### config.mk
export PLATFORM = sky130hd
export DESIGN_NAME = mem_arbiter_flat
export DESIGN_NICKNAME = d
export VERILOG_FILES = /design/src/rtl/mem_arbiter_pkg.sv /design/src/rtl/mem_arbiter_if.sv /design/src/rtl/mem_arbiter_slot.sv /design/src/rtl/mem_arbiter.sv /design/src/flat_wrapper.sv
export SDC_FILE = /design/constraint.sdc
export NUM_CORES = 1
export LEC_CHECK = 0
export BUFFER_PORTS_ARGS = -buffer_cell sky130_fd_sc_hd__buf_2
export CELL_PAD_IN_SITES_DETAIL_PLACEMENT = 1
export CELL_PAD_IN_SITES_GLOBAL_PLACEMENT = 2
export CORE_UTILIZATION = 25
export CTS_CLUSTER_DIAMETER = 200
export DETAILED_ROUTE_END_ITERATION = 12
export PLACE_DENSITY = 0.85
export REMOVE_ABC_BUFFERS = 1
export SYNTH_ARGS = -nofsm -noshare
export SYNTH_HDL_FRONTEND = slang
export SYNTH_SLANG_ARGS = --single-unit
### constraint.sdc
create_clock -name clock -period 8.1 [get_ports clock]
set_input_delay 1.62 -clock clock [delete_from_list [all_inputs] [get_ports clock]]
set_output_delay 1.62 -clock clock [all_outputs]
set_load 0.05 [all_outputs]
### src/rtl/mem_arbiter_pkg.sv
// Shared types for the single-port memory arbiter.
// Optional round-robin arbitration is enabled with MEM_ARB_RR_EN.
package mem_arbiter_pkg;

  typedef struct packed {
    logic        mem_valid;
    logic        mem_fence;
    logic        mem_spec;
    logic        mem_instr;
    logic [31:0] mem_addr;
    logic [31:0] mem_wdata;
    logic [3:0]  mem_wstrb;
  } mem_in_type;

  typedef struct packed {
    logic        mem_ready;
    logic [31:0] mem_rdata;
  } mem_out_type;

  typedef enum logic [1:0] {
    ST_IDLE   = 2'd0,
    ST_BUSY_I = 2'd1,
    ST_BUSY_D = 2'd2
  } arb_state_t;

  typedef struct packed {
    logic        valid;
    logic        fence;
    logic        spec;
    logic        instr;
    logic [31:0] addr;
    logic [31:0] wdata;
    logic [3:0]  wstrb;
  } mem_arb_slot_type;

  typedef struct packed {
    arb_state_t state;
    logic       kill;
`ifdef MEM_ARB_RR_EN
    logic       last;
`endif
  } mem_arb_reg_type;

  localparam mem_arb_reg_type init_mem_arb_reg = '0;

  function automatic mem_arb_slot_type to_slot(
    input mem_in_type r
  );
    mem_arb_slot_type s;
    s.valid = r.mem_valid;
    s.fence = r.mem_fence;
    s.spec  = r.mem_spec;
    s.instr = r.mem_instr;
    s.addr  = r.mem_addr;
    s.wdata = r.mem_wdata;
    s.wstrb = r.mem_wstrb;
    return s;
  endfunction

  function automatic mem_in_type from_slot(
    input mem_arb_slot_type s
  );
    mem_in_type r;
    r.mem_valid = s.valid;
    r.mem_fence = s.fence;
    r.mem_spec  = s.spec;
    r.mem_instr = s.instr;
    r.mem_addr  = s.addr;
    r.mem_wdata = s.wdata;
    r.mem_wstrb = s.wstrb;
    return r;
  endfunction

endpackage

### src/rtl/mem_arbiter_if.sv
// Bundle of the two requester ports and the shared memory port.
// The arbiter takes the slave side; the environment drives the master side.
interface mem_arbiter_if;
  import mem_arbiter_pkg::*;

  mem_in_type  imem_in;
  mem_out_type imem_out;
  mem_in_type  dmem_in;
  mem_out_type dmem_out;
  mem_in_type  mem_in;
  mem_out_type mem_out;

  modport slave (
    input  imem_in,
    input  dmem_in,
    input  mem_out,
    output imem_out,
    output dmem_out,
    output mem_in
  );

  modport master (
    output imem_in,
    output dmem_in,
    output mem_out,
    input  imem_out,
    input  dmem_out,
    input  mem_in
  );

endinterface

### src/rtl/mem_arbiter_slot.sv
// Per-requester hold slot: latches an ungranted request,
// clears on grant, and offers the live request ahead of the held one.
module mem_arb_slot
  import mem_arbiter_pkg::*;
(
  input  logic       clock,
  input  logic       reset,
  input  mem_in_type req_i,
  input  logic       grant_i,
  output mem_in_type cand_o
);

  mem_arb_slot_type slot_q, slot_d;

  always_comb begin
    slot_d = slot_q;
    if (req_i.mem_valid && !grant_i) begin
      slot_d = to_slot(req_i);
    end else if (grant_i) begin
      slot_d = '0;
    end
  end

  always_comb begin
    cand_o = from_slot(slot_q);
    if (req_i.mem_valid) begin
      cand_o = req_i;
    end
  end

  always_ff @(posedge clock or posedge reset) begin
    if (reset) begin
      slot_q <= '0;
    end else begin
      slot_q <= slot_d;
    end
  end

endmodule

### src/rtl/mem_arbiter.sv
// Shares one memory bus between fetch and load/store requesters.
// Define MEM_ARB_RR_EN for round-robin instead of data-first priority.
module mem_arbiter
  import mem_arbiter_pkg::*;
(
  input  logic          reset,
  input  logic          clock,
  mem_arbiter_if.slave  bus
);

  mem_arb_reg_type r_q, r_d;
  mem_in_type      i_cand, d_cand;
  logic            i_gnt, d_gnt;
  logic            busy, rdy, can;

  mem_arb_slot u_islot (
    .clock   (clock),
    .reset   (reset),
    .req_i   (bus.imem_in),
    .grant_i (i_gnt),
    .cand_o  (i_cand)
  );

  mem_arb_slot u_dslot (
    .clock   (clock),
    .reset   (reset),
    .req_i   (bus.dmem_in),
    .grant_i (d_gnt),
    .cand_o  (d_cand)
  );

  always_comb begin
    r_d          = r_q;
    i_gnt        = 1'b0;
    d_gnt        = 1'b0;
    bus.mem_in   = '0;
    bus.imem_out = '0;
    bus.dmem_out = '0;
    busy = (r_q.state != ST_IDLE);
    rdy  = busy & bus.mem_out.mem_ready;
    can  = ~busy | rdy;

    if (!reset) begin
      if (can) begin
`ifdef MEM_ARB_RR_EN
        if (d_cand.mem_valid && i_cand.mem_valid) begin
          d_gnt = ~r_q.last;
          i_gnt = r_q.last;
        end else begin
          d_gnt = d_cand.mem_valid;
          i_gnt = i_cand.mem_valid;
        end
`else
        d_gnt = d_cand.mem_valid;
        i_gnt = i_cand.mem_valid & ~d_cand.mem_valid;
`endif
      end

      if (d_gnt) begin
        bus.mem_in = d_cand;
        r_d.state  = ST_BUSY_D;
      end else if (i_gnt) begin
        bus.mem_in = i_cand;
        r_d.state  = ST_BUSY_I;
      end else if (rdy) begin
        r_d.state  = ST_IDLE;
      end

`ifdef MEM_ARB_RR_EN
      if (d_gnt) r_d.last = 1'b1;
      if (i_gnt) r_d.last = 1'b0;
`endif

      bus.imem_out.mem_rdata = bus.mem_out.mem_rdata;
      bus.dmem_out.mem_rdata = bus.mem_out.mem_rdata;
      unique case (r_q.state)
        ST_BUSY_D: begin
          bus.dmem_out.mem_ready = bus.mem_out.mem_ready;
        end
        ST_BUSY_I: begin
          bus.imem_out.mem_ready =
            bus.mem_out.mem_ready & ~r_q.kill;
        end
        default: ;
      endcase

      // A redirect while a fetch is in flight makes its reply stale
      if (r_q.state == ST_BUSY_I) begin
        if (bus.mem_out.mem_ready) begin
          r_d.kill = 1'b0;
        end else if (bus.imem_in.mem_valid &&
                     bus.imem_in.mem_spec) begin
          r_d.kill = 1'b1;
        end
      end
    end
  end

  always_ff @(posedge clock or posedge reset) begin
    if (reset) begin
      r_q <= init_mem_arb_reg;
    end else begin
      r_q <= r_d;
    end
  end

endmodule
### src/flat_wrapper.sv
// flat-port wrapper written by rule: the top's interface ports become plain ports
module mem_arbiter_flat import mem_arbiter_pkg::*;
  (reset, clock, bus_imem_in, bus_dmem_in, bus_mem_out, bus_imem_out, bus_dmem_out, bus_mem_in);
  mem_arbiter_if bus_i ();
  input  logic reset;
  input  logic clock;
  input wire logic [$bits(bus_i.imem_in)-1:0] bus_imem_in;
  input wire logic [$bits(bus_i.dmem_in)-1:0] bus_dmem_in;
  input wire logic [$bits(bus_i.mem_out)-1:0] bus_mem_out;
  output wire logic [$bits(bus_i.imem_out)-1:0] bus_imem_out;
  output wire logic [$bits(bus_i.dmem_out)-1:0] bus_dmem_out;
  output wire logic [$bits(bus_i.mem_in)-1:0] bus_mem_in;
  assign bus_i.imem_in = bus_imem_in;
  assign bus_i.dmem_in = bus_dmem_in;
  assign bus_i.mem_out = bus_mem_out;
  assign bus_imem_out = bus_i.imem_out;
  assign bus_dmem_out = bus_i.dmem_out;
  assign bus_mem_in = bus_i.mem_in;
  mem_arbiter u_core (.reset(reset), .clock(clock), .bus(bus_i));
endmodule
======== Yosys cells after proc, flatten, opt, wreduce, memory -nomap -nowiden ========
Index checks and enable logic that the tools add are counted.
storage, ports and cells
  register bits after elaboration ......... 147
  output and inout bits ................... 138
  word-level logic and storage cells ...... 62
cells by class
  eq/ne operators ......................... 2
  muxes and demuxes ....................... 24
  bitwise operators ....................... 8
  reductions and logical operators ........ 12
operator list
  kind                  count
  $mux W72              9
  $mux W33              2
  $mux W1               10
  $reduce_bool A2 Y1    4
  $mux W2               3
  $not A1 Y1            4
  $and A1 B1 Y1         3
  $logic_and A1 B1 Y1   3
  $reduce_and A3 Y1     1
  $reduce_bool A3 Y1    1
  $eq A2 B1 Y1 const B  1
  $eq A2 B2 Y1 const B  1
  $logic_not A1 Y1      2
  $reduce_and A2 Y1     1
  $or A1 B1 Y1          1

======== Logic depth before layout (Yosys ltp) ========
  word-level depth ........................ 9
  gate-level depth with buffers ........... 6

======== Cells and area by module ========
Synthesis repeated with hierarchy kept, for this count alone.
second synthesis, totals
  cells, all modules ...................... 722
  area total of the unflattened synthesis .. 8491.9 sq um
modules (own cells, without submodules)
  module        times used  cells an instance  area an instance (sq um)  sequential area each (sq um)
  mem_arb_slot  2           233                3440.8                    1801.7
  mem_arbiter   1           256                1610.3                    75.1

======== Worst setup path after synthesis ========
No wires, ideal clock.
  path kind ............................... input -> output
  start point ............................. input port reset
  end point ............................... output port bus_mem_in[18]
  arrival time ............................ 7.047 ns
  data required time ...................... 6.480 ns
  setup slack ............................. -0.567 ns
  stages on the path ...................... 5
  buffers on the path ..................... 2
  cell sequence ........................... clkbuf_1 -> inv_1 -> nand3_1 -> clkbuf_1 -> o22ai_1
on the way
  longest elaborated chain between the ends .. 1
ends and longest elaborated chain
  element          line                source
  start, declared  flat_wrapper.sv:5   input logic reset;
  $mux W72         mem_arbiter.sv:43   if (!reset) begin
  end, declared    flat_wrapper.sv:12  output wire logic [$bits(bus_i.mem_in)-1:0] bus_mem_in;
Every way passes these cells.

======== Worst setup path after layout ========
  start point ............................. input port reset
  end point ............................... output port bus_mem_in[17]
Same word-level chain as after synthesis.

==> impl_metrics.py <==
metrics = {
    "outcome": {
        "status": "finished clean",
    },
    "setup_path": {
        "slowest_delay_ns": 1.01,
        "critPathBufInv": 3,
        "cp_cell_sequence": "buf_2 > inv_6 > nand3_4 > o22ai_1 > buf_2",
        "crit_required_ns": 6.48,
        "slowest_stage": "nand3_4",
        "critical_path.top_delay_family": "buffers and inverters",
        "worstSetupEndpointType": "primary output",
        "critical_path.startpoint_type": "input port",
        "critPathKind": "in -> out",
        "path_max_fanout": 92,
        "cp_data_arrival_time_ns": 4.30,
        "path_common_cell": "buf_2",
    },
    "clock_network": {
        "cts_buffers": 17,
        "clkLatencyLatePin_ns": 0.41,
        "clk_pin_slew_ns": 0.06,
        "cts.repair.resized": 0,
        "max-clock-path-buffers": 2,
        "cts_max_level": 4,
        "cts_setup_buffers": 0,
        "clock_sinks": 147,
        "cts_tree": "done",
        "cts_root_buffer": "clkbuf_16",
        "cts_hold_buffers": 0,
    },
    "power_and_ir_drop": {
        "cellInternalPower_mw": 1.436,
        "p_sw_uw": 788.3,
        "irDropWorstVdd_mv": 0.1246,
        "pwr-share-clk_pct": 35.4,
        "seq_power_share_pct": 38.9,
        "swShare_pct": 35.44,
        "power_mw": 2.224,
        "powerDensity_nw_per_um2": 244.3,
        "leakagePower_nw": 4.919,
        "combPwrFrac_pct": 25.7,
    },
    "grt": {
        "grt_util_met2_pct": 28.39,
        "grt_max_degree": 93,
        "antenna_found_initial": 4,
        "first_global_vias": 6159,
        "use_met1_pct": 19.69,
        "grt_use_met3_pct": 4.020,
        "grt_pass1_wl_um": 35460,
        "grt.busiest_layer": "met2",
        "grt_usage_pct": 16.26,
        "gr-total-overflow": 0,
    },
    "synth": {
        "async_flop_share_pct": 100.0,
        "ys_seq_area_share_pct": 53.42,
        "synth_top_area_share_pct": 53.42,
        "avgSynthCellArea_um2": 10.78,
        "ys_types": 23,
        "yosysMostFrequentCell": "dfrtp_1",
        "synth_compound_area_share_pct": 6.904,
        "synth-edff-count": 0,
        "synth_area_um2": 6887,
        "ys_warn_count": 0,
        "ys_ff_latch": 147,
        "synthMuxAreaShare_pct": 20.64,
        "synthAdderAreaFrac_pct": 0,
        "synthXorXnorAreaFrac_pct": 0,
        "synth_cells": 639,
        "synth-simple-area-share_pct": 12.10,
        "synth_common_cells": "dfrtp_1 (147), nor2_1 (145), mux2i_1 (142)",
        "ys.flop_type": "dfrtp_1",
        "synth_area_leaders": "dfrtp_1 (53%), mux2i_1 (21%), nor2_1 (7.9%)",
        "yosysTopAreaCell": "dfrtp_1",
        "synth_top_family_by_area": "multiplexers",
    },
    "drt": {
        "vias_per_cell": 4.626,
        "route.detailed.drc": 0,
        "firstDrtPassIters": 4,
        "drtIter0Drc": 151,
        "wl_per_cell_um": 18.18,
        "vias": 5810,
        "drtAntennaViolNets": 0,
        "drt_wl_total_um": 22840,
    },
    "final_layout": {
        "finalNonFillerCells": 1256,
        "fin_area_um2": 9106,
        "area_growth_pct": 32.23,
        "layout.nets": 1080,
        "fin_util_pct": 33.79,
        "drive_above_1_share_pct": 39.61,
    },
    "sta": {
        "min_period_ns": 5.920,
        "hold_viol": 0,
        "setup_viol": 0,
        "relSlewSlack_pct": 26.86,
        "period_share_pct": 73.09,
        "final_max_slew_viol_count": 0,
        "finClkSkew_ns": 0.01037,
        "clock.fmax_mhz": 168.9,
        "grt_setup_unrepaired": "no",
        "tightest_slew_ns": 1.097,
    },
    "placement": {
        "io_buffers": 316,
        "dp_cells": 1223,
        "postPlaceCellArea_um2": 8518,
        "dp_hpwl_um": 15720,
        "gp_congestion": 0.7659,
    },
    "flow_run": {
        "drv_cap": 0,
    },
    "min_path": {
        "hold_class": "reg -> reg",
    },
    "floorplan": {
        "coreArea_um2": 26950,
        "fp-row-count": 60,
        "initial_utilization_pct": 25.55,
        "die_w_um": 168.0,
        "dieArea_um2": 28210,
        "top_level_ports": 317,
        "dieHeight_um": 168.0,
    },
}
layout by cell type (no fill, tap or decap), drive strengths merged:
cell / synthesis / layout
o21ba: 1 / 1
nor4: 1 / 1
o21bai: 1 / 1
dfrtp: 147 / 147
nor2: 145 / 145
a21oi: 1 / 1
mux2i: 142 / 142
clkbuf: 28 / 18
diode: 0 / 1
clkinv: 0 / 5
bufinv: 0 / 1
nor3b: 1 / 1
buf: 53 / 324
nand2b: 2 / 2
nor2b: 32 / 32
nand3: 1 / 1
nand2: 6 / 6
o22ai: 71 / 71
nor3: 3 / 3
inv: 1 / 7
o22a: 1 / 1
or2: 1 / 1
clkinvlp: 0 / 2
or4: 1 / 1
power by group through the flow:
| stage | Clock (mW) | Sequential (mW) | Combinational [mW] |
|---|---|---|---|
| CTS | 0.818 | 0.865 | 0.580 |
| floorplan | 0 | 0.867 | 0.396 |
| finish | 0.788 | 0.864 | 0.572 |
| detailed placement | 0 | 0.878 | 0.579 |
| global placement | 0 | 0.873 | 0.570 |
| global route | 0.848 | 0.874 | 0.615 |
stage by stage:
| step | setup TNS [ns] | hold WS [ns] | setup WS [ns] |
|---|---|---|---|
| 5_1_grt | 0 | 0.5346 | 1.946 |
| 3_3_place_gp | 0 | 0.4775 | 2.134 |
| 2_1_floorplan | -161.76 | 0.4615 | -2.258 |
| 4_1_cts | 0 | 0.5140 | 2.113 |
| 3_5_place_dp | 0 | 0.4994 | 2.142 |
| 6_report | 0 | 0.5072 | 2.180 |
worst register-to-register path, delay by kind of cell, from the launching register on:
family | cells | cell delay, ns
AOI/OAI and AO/OA | 1 | 0.27
buffers and inverters | 1 | 0.71
DFF | 1 | 0.42
and+or+nand+nor | 2 | 0.34
path summary, 6_finish.rpt:
path | cells after the start | slack (ns) | to | startpoint
worst max-delay path | 5 | 2.18 | bus_mem_in[17] | reset
worst min-delay path | 1 | 0.51 | u_core.r_q[0] | u_core.r_q[0]
worst max register to register | 4 | 6.20 | u_core.u_dslot.slot_q[8] | u_core.r_q[1]
worst min register to register | 1 | 0.51 | u_core.r_q[0] | u_core.r_q[0]
max in group asynchronous | 3 | 5.44 | u_core.u_dslot.slot_q[15] | reset
min in group asynchronous | 2 | 1.39 | u_core.u_islot.slot_q[41] | reset
cells by family after synthesis:
group                  count (synthesis)
AO/OA/AOI/OAI                         75
AND/OR/NAND/NOR                      193
flip-flops                           147
multiplexers                         142
buffers and inverters                 82
metal layers:
metal / part of all wire, % / wire length, µm
met1: 42 / 9503
met2: 51 / 11550
met3: 6.0 / 1374
met4: 1.7 / 389
met5: 0.10 / 23
flip-flops by register name, summed over array words and instances (netlist names):
name,cells
u_core.u_dslot.slot_q,72
u_core.u_islot.slot_q,72
u_core.r_q,3
cell type report:
type / count / area, µm²
antenna: 1 / 2.502
clock buffer: 18 / 439.2
clock inverter: 14 / 146.4
fill: 3101 / 17840
inverter: 1 / 8.758
multi-input combinational: 410 / 2758
sequential: 147 / 3679
tap: 341 / 426.7
timing repair buffer: 324 / 1647
Power figures use the tool's default switching activity.
